===== src/rtl/uart_tx_sched.sv =====
// Round-robin scheduler sharing one uart_tx between NUM_REQ byte sources.
// Define UART_TX_SCHED_FIXED_PRIO_EN for lowest-index-wins arbitration instead of round-robin.
module uart_tx_sched #(
    parameter  int NUM_REQ      = 4,
    parameter  int FRAME_CYCLES = 11,
    parameter  int GAP_CYCLES   = 0,
    localparam int GW           = $clog2(NUM_REQ)
) (
    input  logic                 i_clk,
    input  logic                 i_rst_n,
    input  logic [NUM_REQ-1:0]   i_req_valid,
    input  logic [8*NUM_REQ-1:0] i_req_data,
    output logic [NUM_REQ-1:0]   o_req_ready,
    output logic [7:0]           o_tx_data,
    output logic                 o_tx_start,
    output logic [GW-1:0]        o_grant_id,
    output logic                 o_busy,
    output logic                 o_done
);

    localparam int MAXC = (FRAME_CYCLES > GAP_CYCLES) ? FRAME_CYCLES : GAP_CYCLES;
    localparam int CW   = $clog2(MAXC + 1);

    typedef enum logic [1:0] {
        ST_IDLE  = 2'd0,
        ST_START = 2'd1,
        ST_FRAME = 2'd2,
        ST_GAP   = 2'd3
    } state_e;

    state_e       state_q, state_d;
    logic [CW-1:0] cnt_q, cnt_d;
    logic [7:0]   data_q, data_d;
    logic [GW-1:0] grant_q, grant_d;
    logic [GW-1:0] winner_s;
    logic [7:0]   win_data_s;
    logic         any_valid_s;
    logic [NUM_REQ-1:0] ready_s;
    logic         done_s;

`ifdef UART_TX_SCHED_FIXED_PRIO_EN
    // Winner select: lowest valid index; descending scan lets the lowest overwrite last.
    always_comb begin
        winner_s    = '0;
        win_data_s  = 8'h00;
        any_valid_s = |i_req_valid;
        for (int i = NUM_REQ - 1; i >= 0; i--) begin
            winner_s   = i_req_valid[i] ? GW'(i) : winner_s;
            win_data_s = i_req_valid[i] ? i_req_data[8*i +: 8] : win_data_s;
        end
    end
`else
    logic [GW-1:0] ptr_q, ptr_d;

    // Winner select: first valid at ptr+1, ptr+2, ... (wrapping); descending offset scan keeps the nearest.
    always_comb begin
        int idx;
        idx         = 0;
        winner_s    = '0;
        win_data_s  = 8'h00;
        any_valid_s = |i_req_valid;
        for (int k = NUM_REQ; k >= 1; k--) begin
            idx        = int'(ptr_q) + k;
            idx        = (idx >= NUM_REQ) ? idx - NUM_REQ : idx;
            winner_s   = i_req_valid[idx] ? GW'(idx) : winner_s;
            win_data_s = i_req_valid[idx] ? i_req_data[8*idx +: 8] : win_data_s;
        end
    end

    // Pointer register: moves to the winner only on an accept.
    always_ff @(posedge i_clk or negedge i_rst_n) begin
        if (!i_rst_n) begin
            ptr_q <= GW'(NUM_REQ - 1);
        end else begin
            ptr_q <= ptr_d;
        end
    end

    assign ptr_d = (state_q == ST_IDLE && any_valid_s) ? winner_s : ptr_q;
`endif

    // Next-state, counter and accept logic; START already counts as the first frame clock.
    always_comb begin
        state_d = state_q;
        cnt_d   = cnt_q;
        data_d  = data_q;
        grant_d = grant_q;
        ready_s = '0;
        done_s  = 1'b0;
        case (state_q)
            ST_IDLE: begin
                if (any_valid_s) begin
                    ready_s[winner_s] = 1'b1;
                    data_d            = win_data_s;
                    grant_d           = winner_s;
                    state_d           = ST_START;
                end else begin
                    state_d = ST_IDLE;
                end
            end
            ST_START: begin
                cnt_d   = CW'(FRAME_CYCLES - 2);
                state_d = ST_FRAME;
            end
            ST_FRAME: begin
                if (cnt_q == '0) begin
                    if (GAP_CYCLES > 0) begin
                        cnt_d   = CW'(GAP_CYCLES - 1);
                        state_d = ST_GAP;
                    end else begin
                        done_s  = 1'b1;
                        state_d = ST_IDLE;
                    end
                end else begin
                    cnt_d = cnt_q - CW'(1);
                end
            end
            ST_GAP: begin
                if (cnt_q == '0) begin
                    done_s  = 1'b1;
                    state_d = ST_IDLE;
                end else begin
                    cnt_d = cnt_q - CW'(1);
                end
            end
            default: begin
                state_d = ST_IDLE;
            end
        endcase
    end

    // State, counter and held byte/grant registers.
    always_ff @(posedge i_clk or negedge i_rst_n) begin
        if (!i_rst_n) begin
            state_q <= ST_IDLE;
            cnt_q   <= '0;
            data_q  <= 8'h00;
            grant_q <= '0;
        end else begin
            state_q <= state_d;
            cnt_q   <= cnt_d;
            data_q  <= data_d;
            grant_q <= grant_d;
        end
    end

    assign o_req_ready = ready_s;
    assign o_tx_data   = data_q;
    assign o_grant_id  = grant_q;
    assign o_tx_start  = (state_q == ST_START);
    assign o_busy      = (state_q != ST_IDLE);
    assign o_done      = done_s;

endmodule

===== config.mk =====
export PLATFORM = sky130hd
export DESIGN_NAME = uart_tx_sched
export DESIGN_NICKNAME = d
export VERILOG_FILES = /design/src/rtl/uart_tx_sched.sv
export SDC_FILE = /design/constraint.sdc
export NUM_CORES = 1
export LEC_CHECK = 0
export ABC_AREA = 0
export ABC_CLOCK_PERIOD_IN_PS = 4300
export CAP_MARGIN = 20
export CORE_MARGIN = 2
export CORE_UTILIZATION = 45
export CTS_CLUSTER_DIAMETER = 120
export DETAILED_ROUTE_END_ITERATION = 8
export GPL_ROUTABILITY_DRIVEN = 0
export PLACE_DENSITY = 0.77
export SLEW_MARGIN = 25
export SYNTH_ARGS = -nofsm -noshare
export SYNTH_HDL_FRONTEND = slang
export SYNTH_SLANG_ARGS = --single-unit
export TNS_END_PERCENT = 10

===== constraint.sdc =====
create_clock -name i_clk -period 4.3 [get_ports i_clk]
set_clock_uncertainty 0.05 [all_clocks]
set_input_delay 0.645 -clock i_clk [delete_from_list [all_inputs] [get_ports i_clk]]
set_output_delay 0.645 -clock i_clk [all_outputs]
set_load 0.02 [all_outputs]

Word level (Yosys, flattened, before mapping)
Cells that the tools add are included.
{ "totals": {"output_inout_bits": 17, "ff_bits": 18, "elab_cells": 78} }
{ "op_classes": {"eq_ne": 5, "n_reduce_logical": 10, "n_lt_le_gt_ge": 10, "mux": 35, "addsub": 9, "n_shift": 4} }
{ "ops": {"columns": ["cell", "n"], "rows": [
  ["$lt 32x4->1 const B", 4],
  ["$mux 32", 4],
  ["$shiftx 32x32->8", 4],
  ["$mux 8", 4],
  ["$mux 1", 12],
  ["$mux 4", 3],
  ["$sub 3x3->4 const B", 3],
  ["$mux 2", 5],
  ["$ge 3x3->1 const B", 3],
  ["$bmux 1 s2", 4],
  ["$pmux 4 s2", 1],
  ["$add 2x2->3 const B", 2],
  ["$pmux 2 s3", 1],
  ["$sub 4x3->5 const B", 1],
  ["$add 2x3->4 const B", 1],
  ["$eq 2x2->1 const B", 2],
  ["$ge 4x3->1 const B", 1],
  ["$logic_not 4->1", 1],
  ["$reduce_and 2->1", 2],
  ["$reduce_bool 2->1", 2],
  ["$reduce_or 4->1", 1],
  ["$sub 4x1->4 const B", 1],
  ["$add 2x1->3 const B", 1],
  ["$lt 2x3->1 const B", 1],
  ["8 further kinds", 9]
]} }

Depth between registers and ports, before layout
{ "depth": {"word_depth": 16, "mapped_depth": 10, "ltp_nobuf": 6} }

Worst setup path before layout
No wires, ideal clock.
{ "synth_timing": {"path_kind": "flip-flop to output port", "startpoint": "register ptr_q[0]", "endpoint": "output o_req_ready[3]", "stages_incl_launch_ff": 11, "t_arrival_ns": 2.908, "required_ns": 3.605, "path_slack_ns": 0.697, "path_cell_list": "dfstp_2 buf_6 buf_2 inv_1 ha_1 mux4_2 buf_2 nor2b_2 buf_6 o21ai_2 a211oi_1"} }
{ "synth_via": {"elab_chain_cells": 16, "elab_cells_between_ends": 39} }
{ "synth_rtl": {"columns": ["element", "line_no", "source"], "rows": [
  ["start, declared", "53", "logic [GW-1:0] ptr_q, ptr_d;"],
  ["start signal, assigned", "73", "ptr_q <= GW'(NUM_REQ - 1);"],
  ["start signal, assigned", "75", "ptr_q <= ptr_d;"],
  ["$add 2x3->4", "63", "idx = int'(ptr_q) + k;"],
  ["$sub 4x3->5 / $ge 4x3->1 (equally long branches)", "64", "idx = (idx >= NUM_REQ) ? idx - NUM_REQ : idx;"],
  ["$mux 32", "64", null],
  ["$bmux 1 s2", "65", "winner_s = i_req_valid[idx] ? GW'(idx) : winner_s;"],
  ["$mux 1 (not written as such) (2 in a row)", "65", null],
  ["$mux 2 (3 in a row)", "65", null],
  ["$mux 2 *", "65", null],
  ["$lt 2x3->1 (not written as such) / $ge 2x1->1 (equally long branches)", "93", "ready_s[winner_s] = 1'b1;"],
  ["$logic_and 1x1->1 (not written as such)", "93", null],
  ["$mux 1 (not written as such)", "93", null],
  ["$demux 1 s2 *", "93", null],
  ["$mux 4 *", "92", "if (any_valid_s) begin"],
  ["$mux 4 *", "90", "case (state_q)"],
  ["end, declared", "13", "output logic [NUM_REQ-1:0] o_req_ready,"]
]} }
Mark *: on every way between the ends. The rest lies on a longest branch, timed or not. The select of a mux whose other input is x is not followed.

Final worst setup path
{ "layout_timing": {"startpoint": "register ptr_q[1]", "endpoint": "output o_req_ready[2]"} }
The elaborated chain is that of the path after synthesis.

==> results.cfg <==
[status]
outcome = finished clean

[clocking]
cts_sinks = 18
postCtsSetupBuffers = 0
cts_tree = built
clk_path_buf_depth = 2
cts_root_buf = clkbuf_8
h-tree-depth = 1
clkSlewWorstSetupHoldPaths_ns = 0.08
cts_buffers = 3
cts_resized = 0
postCtsHoldBufs = 0
clock_latency_ns = 0.26

[route]
vias = 1914
wire_per_inst_um = 16.7
drtIter0Drc = 157
top_layer = met4
wirelength_mm = 5.12
viasPerCell = 6.23
wl_met1_mm = 2.31
drc = 0
dr.pass1.iters = 4
ant_nets = 0
wl_met3_um = 305
dr_wl_met2_mm = 2.46

[timing]
drv_slew = 0
finalWorstSetupSlack_ns = 0.250
fin_tns_setup_ns = 0
setup_viol_count_final = 0
fin_crit_sh_pct = 94.2
grt_setup_unrepaired = no
min_period_ns = 4.05
hold_violations = 0
slew_headroom_pct = 42.8
timing.fmax_ghz = 0.247
hold-worst-slack_ns = 0.440
worst_pin_slew_ns = 0.855

[critical_path]
cp_slowest_cell = mux4_2
cpLargestDelayFamily = buffers and inverters
worstSetupEndpointType = primary output
cp-start-kind = register
slowest_delay_ns = 0.66
path_max_fanout = 20
arrival_ns = 3.35
r2r_setup_slack_ns = 1.50
path_cells = inv_2, ha_1, mux4_2, nor2b_1, o21ai_1, and4bb_1, clkdlybuf4s50_1
critPathKind = register to primary output
cp_num_buf_inv = 2
cp.required_ns = 3.61

[min_path]
min_path_type = register to register

[die]
die-width_um = 71.1
start_util_pct = 46.5
ios = 55
die_h_um = 71.1
row_count = 24
die_area_um2 = 5050
core-area_um2 = 4350

[placement]
preCtsSetupSlack_ns = 0.451
dp_hpwl_mm = 3.80
numPortBuffers = 54

[synth]
ys.warnings.count = 0
synth-seq-cells = 18
yosys.cell_types.count = 46
syn_nets = 252
synthesis.area_um2 = 2020
synth_cells = 209
synth-edff-count = 0
seq_area_frac_synth_pct = 22.4
synth_ff_type = dfrtp_1
avgSynthCellArea_um2 = 9.69
synthArstFlopShare_pct = 100

[power_and_ir_drop]
p_leak_nw = 1.06
cellPowerDensity_nw_per_um2 = 790
ir_worst_vdd_mv = 0.347

[job]
drv_cap = 0

[finish]
diodes = 0
final_nets = 299
fillers = 383
area_delta_synth_final_pct = 29.5
drive_gt1_share_pct = 12.5

[global_routing]
grt-ovfl-total = 0
grt_pass1_vias = 1799
track_usage_pct = 20.7
grt_max_degree = 39
grt_pass1_wl_mm = 8.45
antenna_found_initial = 0
-- routing by layer --
layer | vias to the layer above | GRT usage [%]
li1 | 921 | -
met1 | 924 | 28.7
met2 | 64 | 34.8
met3 | 5 | 2.56
met4 | 0 | 5.03
met5 | - | 0
-- cell usage in the layout, fill, tap and decap left out, types with 7 or more instances in the layout --
master / instances
a21oi_1: 9
o221ai_1: 8
dfrtp_1: 16
o22ai_1: 16
mux2i_1: 42
nand2_1: 17
mux4_2: 11
nor2_1: 10
a221oi_1: 7
clkdlybuf4s50_1: 54
-- cells in the mapped netlist, types with 3 or more instances --
cell | number | share of area, %
ha_1 | 5 | 3.1
o211ai_1 | 3 | 1.1
o21ai_0 | 5 | 1.2
nand2_1 | 17 | 3.2
dfrtp_1 | 16 | 20
o221ai_1 | 8 | 3.5
nand3b_1 | 3 | 1.1
mux2i_1 | 42 | 21
nor2b_1 | 3 | 0.93
inv_1 | 4 | 0.74
buf_2 | 8 | 2.0
clkbuf_1 | 3 | 0.56
o22ai_1 | 16 | 4.9
mux4_2 | 11 | 12
nor2_1 | 10 | 1.9
a21oi_1 | 9 | 2.2
buf_6 | 3 | 1.7
a221oi_1 | 7 | 3.0
-- stage by stage --
| stage | power [mW] | instance area, µm² | util [%] | instances |
|---|---|---|---|---|
| 3_3_place_gp | 1.90 | 2570 | 59.0 | 303 |
| 3_5_place_dp | 1.92 | 2570 | 59.0 | 303 |
| 2_1_floorplan | 1.57 | 2020 | - | 209 |
| 5_1_grt | 2.22 | 2620 | 60.2 | 307 |
| 4_1_cts | 2.07 | 2620 | 60.2 | 307 |
| 6_report | 2.07 | 2620 | 60.2 | 307 |
-- worst register-to-register path, cell delays in order (launching register included) --
cell and delay (ns):
dfstp_2 0.59, inv_2 0.19, ha_1 0.40, buf_4 0.29, mux4_2 0.51, nor3_4 0.41, nand2_1 0.12, o221ai_2 0.15
-- registers in the layout, indices dropped and copies added, names as in the netlist --
name and count:
ptr_q 2, o_grant_id 2, state_q 2, cnt_q 4, o_tx_data 8
-- kinds of logic (layout without fill, tap and decap cells) --
family | Yosys count | after routing | share of synthesized area [%]
AND/OR/NAND/NOR | 48 | 48 | 13.0
multiplexers | 53 | 53 | 33.0
adder cells (fa/ha/maj) | 5 | 5 | 3.09
XOR/XNOR | 2 | 2 | 0.865
buffers and inverters | 21 | 67 | 5.50
flip-flops | 18 | 18 | 22.4
AO/OA/AOI/OAI | 62 | 62 | 22.1
-- final timing paths --
path,end,from,cells after the start
worst min register to register,o_grant_id[1],o_grant_id[1],2
worst min-delay path,o_grant_id[1],o_grant_id[1],2
worst max-delay path,o_req_ready[2],ptr_q[1],7
max in group asynchronous,cnt_q[1],i_rst_n,1
min in group asynchronous,o_grant_id[0],i_rst_n,1
worst max register to register,o_tx_data[6],ptr_q[1],7
-- power breakdown --
group | total, mW | leakage, nW | internal (mW) | switching [mW]
sequential | 0.329 | 0.206 | 0.264 | 0.0643
clock | 0.144 | 0.0288 | 0.0815 | 0.0621
combinational | 1.60 | 0.829 | 0.738 | 0.862
total | 2.07 | 1.06 | 1.08 | 0.989
-- cell type report --
type                       count  area [µm²]  area share, %
clock buffer                   4        55.1           2.10
inverter                       5        18.8          0.716
multi-input combinational    170        1460           55.7
sequential                    18         453           17.3
tap                           52        65.1           2.48
timing repair buffer          58         571           21.8
Note: power is estimated with default switching activity, not from simulation.
